### src/rtl/weight_loader.sv
// Weight loader: streams num_rows buffer words to the PE weight shift chain, then pulses w_load.
// Optional `define WL_STALL_CNT_EN adds a saturating stall_cnt output.
`timescale 1ns/1ps
module weight_loader #(
  parameter int DATA_W = 128,
  parameter int ADDR_W = 13,
  parameter int ROWS   = 16,
  parameter int CNT_W  = 5
) (
  input  logic              CLK,
  input  logic              RSTN,
  input  logic              start,
  input  logic [ADDR_W-1:0] base_addr,
  input  logic [CNT_W-1:0]  num_rows,
  output logic              busy,
  output logic              done,
  output logic              buf_CEN,
  output logic              buf_WEN,
  output logic [ADDR_W-1:0] buf_A,
  output logic              buf_RETN,
  input  logic [DATA_W-1:0] buf_Q,
  output logic [DATA_W-1:0] w_data,
  output logic              w_valid,
  input  logic              w_ready,
  output logic              w_load
`ifdef WL_STALL_CNT_EN
  ,
  output logic [15:0]       stall_cnt
`endif
);

  typedef enum logic [2:0] {S_IDLE, S_RUN, S_DRAIN, S_LOAD, S_DONE} state_t;

  localparam logic [CNT_W-1:0] MAX_ROWS = CNT_W'(ROWS);

  state_t            r_state;
  logic [ADDR_W-1:0] r_base;
  logic [CNT_W-1:0]  r_num;
  logic [CNT_W-1:0]  r_issued;
  logic [CNT_W-1:0]  r_accepted;
  logic              r_rd_pend;
  logic              r_skid_valid;
  logic [DATA_W-1:0] r_skid_data;

  logic              w_hs;
  logic              w_out_free;
  logic              w_issue;
  logic [1:0]        w_credit_use;
  logic [CNT_W-1:0]  w_num_clamped;

  assign w_hs          = w_valid & w_ready;
  assign w_out_free    = ~w_valid | w_ready;
  assign w_num_clamped = (num_rows > MAX_ROWS) ? MAX_ROWS : num_rows;

  // Words still held after this cycle's handoff plus the one in flight; a new read
  // may only be issued if the worst case (no handshake next cycle) still fits in 2 slots.
  assign w_credit_use = 2'(r_rd_pend) + 2'(w_valid) + 2'(r_skid_valid) - 2'(w_hs);
  assign w_issue      = (r_state == S_RUN) && (r_issued != r_num) && (w_credit_use < 2'd2);

  assign buf_CEN  = ~w_issue;
  assign buf_WEN  = 1'b1;
  assign buf_RETN = 1'b1;
  assign buf_A    = r_base + ADDR_W'(r_issued);

  // NOTE: every sequential block uses non-blocking assignments so all registers
  // update from the same pre-edge values regardless of statement order.
  always_ff @(posedge CLK or negedge RSTN) begin
    if (!RSTN) begin
      r_state    <= S_IDLE;
      r_base     <= '0;
      r_num      <= '0;
      r_issued   <= '0;
      r_accepted <= '0;
      busy       <= 1'b0;
      done       <= 1'b0;
      w_load     <= 1'b0;
    end else begin
      if (w_issue) r_issued   <= r_issued + 1'b1;
      if (w_hs)    r_accepted <= r_accepted + 1'b1;
      case (r_state)
        S_IDLE: begin
          if (start) begin
            r_base     <= base_addr;
            r_num      <= w_num_clamped;
            r_issued   <= '0;
            r_accepted <= '0;
            busy       <= 1'b1;
            if (w_num_clamped == '0) begin
              done    <= 1'b1;
              r_state <= S_DONE;
            end else begin
              r_state <= S_RUN;
            end
          end
        end
        S_RUN: begin
          if (r_issued == r_num) r_state <= S_DRAIN;
        end
        S_DRAIN: begin
          if (r_accepted == r_num) begin
            w_load  <= 1'b1;
            r_state <= S_LOAD;
          end
        end
        S_LOAD: begin
          w_load  <= 1'b0;
          done    <= 1'b1;
          r_state <= S_DONE;
        end
        S_DONE: begin
          done    <= 1'b0;
          busy    <= 1'b0;
          r_state <= S_IDLE;
        end
        default: r_state <= S_IDLE;
      endcase
    end
  end

  // Output register plus one skid register; the skid always holds the younger word.
  always_ff @(posedge CLK or negedge RSTN) begin
    if (!RSTN) begin
      r_rd_pend    <= 1'b0;
      r_skid_valid <= 1'b0;
      w_valid      <= 1'b0;
      w_data       <= '0;
    end else begin
      r_rd_pend <= w_issue;
      if (w_out_free) begin
        if (r_skid_valid) begin
          w_valid      <= 1'b1;
          w_data       <= r_skid_data;
          r_skid_valid <= r_rd_pend;
        end else if (r_rd_pend) begin
          w_valid <= 1'b1;
          w_data  <= buf_Q;
        end else begin
          w_valid <= 1'b0;
        end
      end else if (r_rd_pend) begin
        r_skid_valid <= 1'b1;
      end
    end
  end

  // NOTE: pure data register with no reset; r_skid_valid alone qualifies its contents.
  always_ff @(posedge CLK) begin
    if (r_rd_pend && (r_skid_valid || !w_out_free)) r_skid_data <= buf_Q;
  end

`ifdef WL_STALL_CNT_EN
  always_ff @(posedge CLK or negedge RSTN) begin
    if (!RSTN) begin
      stall_cnt <= '0;
    end else if (r_state == S_IDLE && start) begin
      stall_cnt <= '0;
    end else if (busy && w_valid && !w_ready && stall_cnt != 16'hFFFF) begin
      stall_cnt <= stall_cnt + 16'd1;
    end
  end
`endif

endmodule

### config.mk
export PLATFORM = sky130hd
export DESIGN_NAME = weight_loader
export DESIGN_NICKNAME = d
export VERILOG_FILES = /design/src/rtl/weight_loader.sv
export SDC_FILE = /design/constraint.sdc
export NUM_CORES = 1
export LEC_CHECK = 0
export BUFFER_PORTS_ARGS = -buffer_cell sky130_fd_sc_hd__buf_2
export CELL_PAD_IN_SITES_DETAIL_PLACEMENT = 0
export CELL_PAD_IN_SITES_GLOBAL_PLACEMENT = 1
export CORE_ASPECT_RATIO = 1.4
export CORE_MARGIN = 4
export CORE_UTILIZATION = 29
export CTS_BUF_LIST = sky130_fd_sc_hd__clkbuf_4 sky130_fd_sc_hd__clkbuf_8 sky130_fd_sc_hd__clkbuf_16
export DETAILED_ROUTE_END_ITERATION = 16
export GPL_ROUTABILITY_DRIVEN = 0
export PLACE_DENSITY_LB_ADDON = 0.1
export SYNTH_ARGS = -nofsm -noshare
export SYNTH_HDL_FRONTEND = slang
export SYNTH_SLANG_ARGS = --single-unit
### constraint.sdc
create_clock -name CLK -period 9.7 [get_ports CLK]
set_clock_uncertainty 0.1 [all_clocks]
set_input_delay 0.97 -clock CLK [delete_from_list [all_inputs] [get_ports CLK]]
set_output_delay 0.97 -clock CLK [all_outputs]
set_load 0.05 [all_outputs]
==> impl_summary.txt <==
----------------------------------------------------
[Critical path]
  Slack of the worst reg-to-reg path ... 6.61 ns
  Classification of the worst setup path ... flop to primary output
  CP endpoint kind ... primary output
  Req. time, crit path ... 8.63 ns
  Startpoint Class ... flop
  Data arrival time at the worst-slack endpoint ... 2.88 ns
  CP max FO ... 5

[Clock network]
  Resize count post-CTS ... 0
  Clock tree from TritonCTS ... done
  Hold-fix buffers, CTS ... 0
  Clock slew at the register clock pins of the worst setup and hold paths ... 0.06 ns
  CTS sink cnt ... 293
  Buffer levels on the longest clock path ... 3
  Number of H-tree levels ... 2
  Clock Root Buffer ... clkbuf_16
  Post-CTS setup buffer count ... 0
  Clock Latency Late Sink ... 0.50 ns
  Clock buffers created by TritonCTS ... 35

[Yosys]
  Largest cells by area after synthesis ... dfrtp_1 35%, edfxtp_1 33%, mux2i_1 11%
  Share of flip-flops with an asynchronous set or reset after synthesis ... 0.563
  #FFs+latches synth ... 293
  Synth cell count leaders ... 165 x dfrtp_1, 147 x nor2_1, 137 x a21oi_1, 131 x mux2i_1, 128 x edfxtp_1
  Main synth FF type ... dfrtp_1
  Warnings, synthesis ... 0
  Most common cell in the synthesized netlist ... dfrtp_1
  Syn avg cell area ... 12.9 um2
  Post-Synthesis Cells ... 909
  Post-synthesis sequential area ratio ... 0.682
  Number of unique standard cell types used by synthesis ... 36
  Number of enable-type register cells in the synthesized netlist ... 128
  Top cell type by total area after synthesis ... dfrtp_1
  Share of the synthesized area in the top cell type ... 0.353
  Post-synthesis cell area ... 11700 um2

[Power and ir drop]
  Power density of the placed cells ... 364 nW/um2
  Cell leakage power ... 5.99 nW
  Tot Pwr ... 5.39 mW
  Highest ir drop seen on vdd ... 0.000245 V

[Routing]
  Number of DRC violations after detailed routing ... 0
  Drt pass-1 iters ... 4
  WL per Instance ... 18.0 um
  Vias per cell ... 4.41
  Number of routed nets with antenna violations ... 0
  Vias ... 7736
  Final Routed Wirelength ... 31500 um
  Violation count after the first detailed-routing iteration ... 332

[Floorplanning]
  Standard cell core area ... 39600 um2
  Boundary pin count ... 298
  Area of the die ... 43600 um2
  Die boundary width ... 178 um
  Die span in y ... 246 um
  Initial Util ... 0.295
  Number of core rows ... 86

[Global route]
  Pin count of the biggest net entering global routing ... 105
  Wire length of the first global-routing pass ... 48100 um
  Global Route Usage Sum ... 0.141
  Global-route congestion overflow total ... 0
  Initial antenna violation count ... 3
  Via count of the first global-routing pass ... 7813

[Finish]
  Area of the multi-input gates ... 3460 um2
  Ratio of cells with drive above 1 in the final layout ... 0.301
  Count of non-filler cells in the finished layout ... 1756
  Sequential Area ... 7980 um2
  Fraction of the core area covered by cells at the end of the flow ... 0.374
  Finished layout cell area ... 14800 um2
  NumNets Final ... 1361
  Total of fill cells in the finished design ... 4042
  Area growth syn-to-layout ... 26.8%

[Placement]
  HPWL reported at the end of detailed placement ... 21000 um
  Number of port buffers ... 295
  Placement-stage worst setup slack ... 5.81 ns
  DP Cell Count ... 1692
  Total placed instance area ... 13700 um2

[STA]
  Worst setup margin ... 5.75 ns
  Min Clock Period, post-route ... 3.95 ns
  Number of failing setup endpoints in the final timing report ... 0
  Slew margin rel. ... 0.291
  Transition time at the pin with the least slew margin ... 1.06 ns
  Final Slew Violations ... 0
  Worst slack on hold paths ... 0.377 ns
  Hold violation total from the final report ... 0
  Highest clock frequency the design can meet ... 253 MHz
  Final cycle utilization of the critical path ... 0.408
  Final TNS setup ... 0 ns
  RSZ-0062 raised after global routing ... no

[Worst hold path]
  Min-Delay Path Class ... input pin to asynchronous set/reset pin

[Run]
  Number of max-cap violations ... 0

[Status]
  Run status ... complete, no violations

----------------------------------------------------
flip-flops by register name, indices dropped and copies added (netlist names), 3 cells and up:
register	count
r_issued	5
r_base	13
r_num	5
w_data	128
r_accepted	5
r_skid_data	128
r_state	3
final timing paths:
path                         startpoint         end  depth (start not counted)
max                         r_issued[0]   buf_A[10]                          8
min                                RSTN        done                          1
max reg2reg                r_skid_valid  w_data[18]                          6
min reg2reg                   r_base[2]   r_base[2]                          2
max in group asynchronous          RSTN  w_data[20]                          3
min in group CLK              r_base[2]   r_base[2]                          2
area by class of cell:
| type | count | share of cell area |
|---|---|---|
| inverters | 5 | 0.00127 |
| well taps | 528 | 0.0446 |
| multi-input cells | 561 | 0.234 |
| repair buffers | 305 | 0.105 |
| clock buffers | 54 | 0.0728 |
| flip-flops and latches | 293 | 0.538 |
| clock inverters | 8 | 0.00430 |
| diodes | 2 | 0.000338 |
worst max-delay path: stages (launching register included):
cell and delay, ns:
dfrtp_1 0.45, ha_1 0.26, fa_1 0.42, a21o_1 0.20, a21o_1 0.20, a21oi_1 0.27
nand2b_1 0.16, xnor2_1 0.13, buf_2 0.29
cells in the final DEF (no fill, tap or decap), types with 14 or more instances in the layout:
cell and n:
dfrtp_1 164, a21oi_1 137, xor2_1 14, buf_2 294, nand2_1 68, xnor2_1 14
edfxtp_1 128, mux2i_1 131, clkbuf_16 37, nor2_1 145
metal layers:
layer	vias up	wire length [um]	track usage
li1	3775	-	-
met1	3704	13200	0.178
met2	218	15700	0.237
met3	37	2070	0.0383
met4	2	569	0.0412
met5	-	13	0
cells by family after synthesis:
family                     Yosys count  share of synthesized area
and+or+nand+nor                    240                     0.0830
DFF                                293                      0.682
other                                1                   0.000321
buffers and inverters               56                     0.0234
adders and majority gates           10                     0.0113
AOI/OAI and AO/OA                  150                     0.0668
xor gates and xnor gates            28                     0.0210
muxes                              131                      0.112
where the power goes:
part / switching [mW] / leakage [nW] / total (mW) / internal [mW]
combinational: 1.71 / 2.39 / 2.23 / 0.522
sequential: 0.211 / 3.02 / 1.86 / 1.65
clock: 0.509 / 0.577 / 1.30 / 0.793
(Power assumes the default switching activity.)
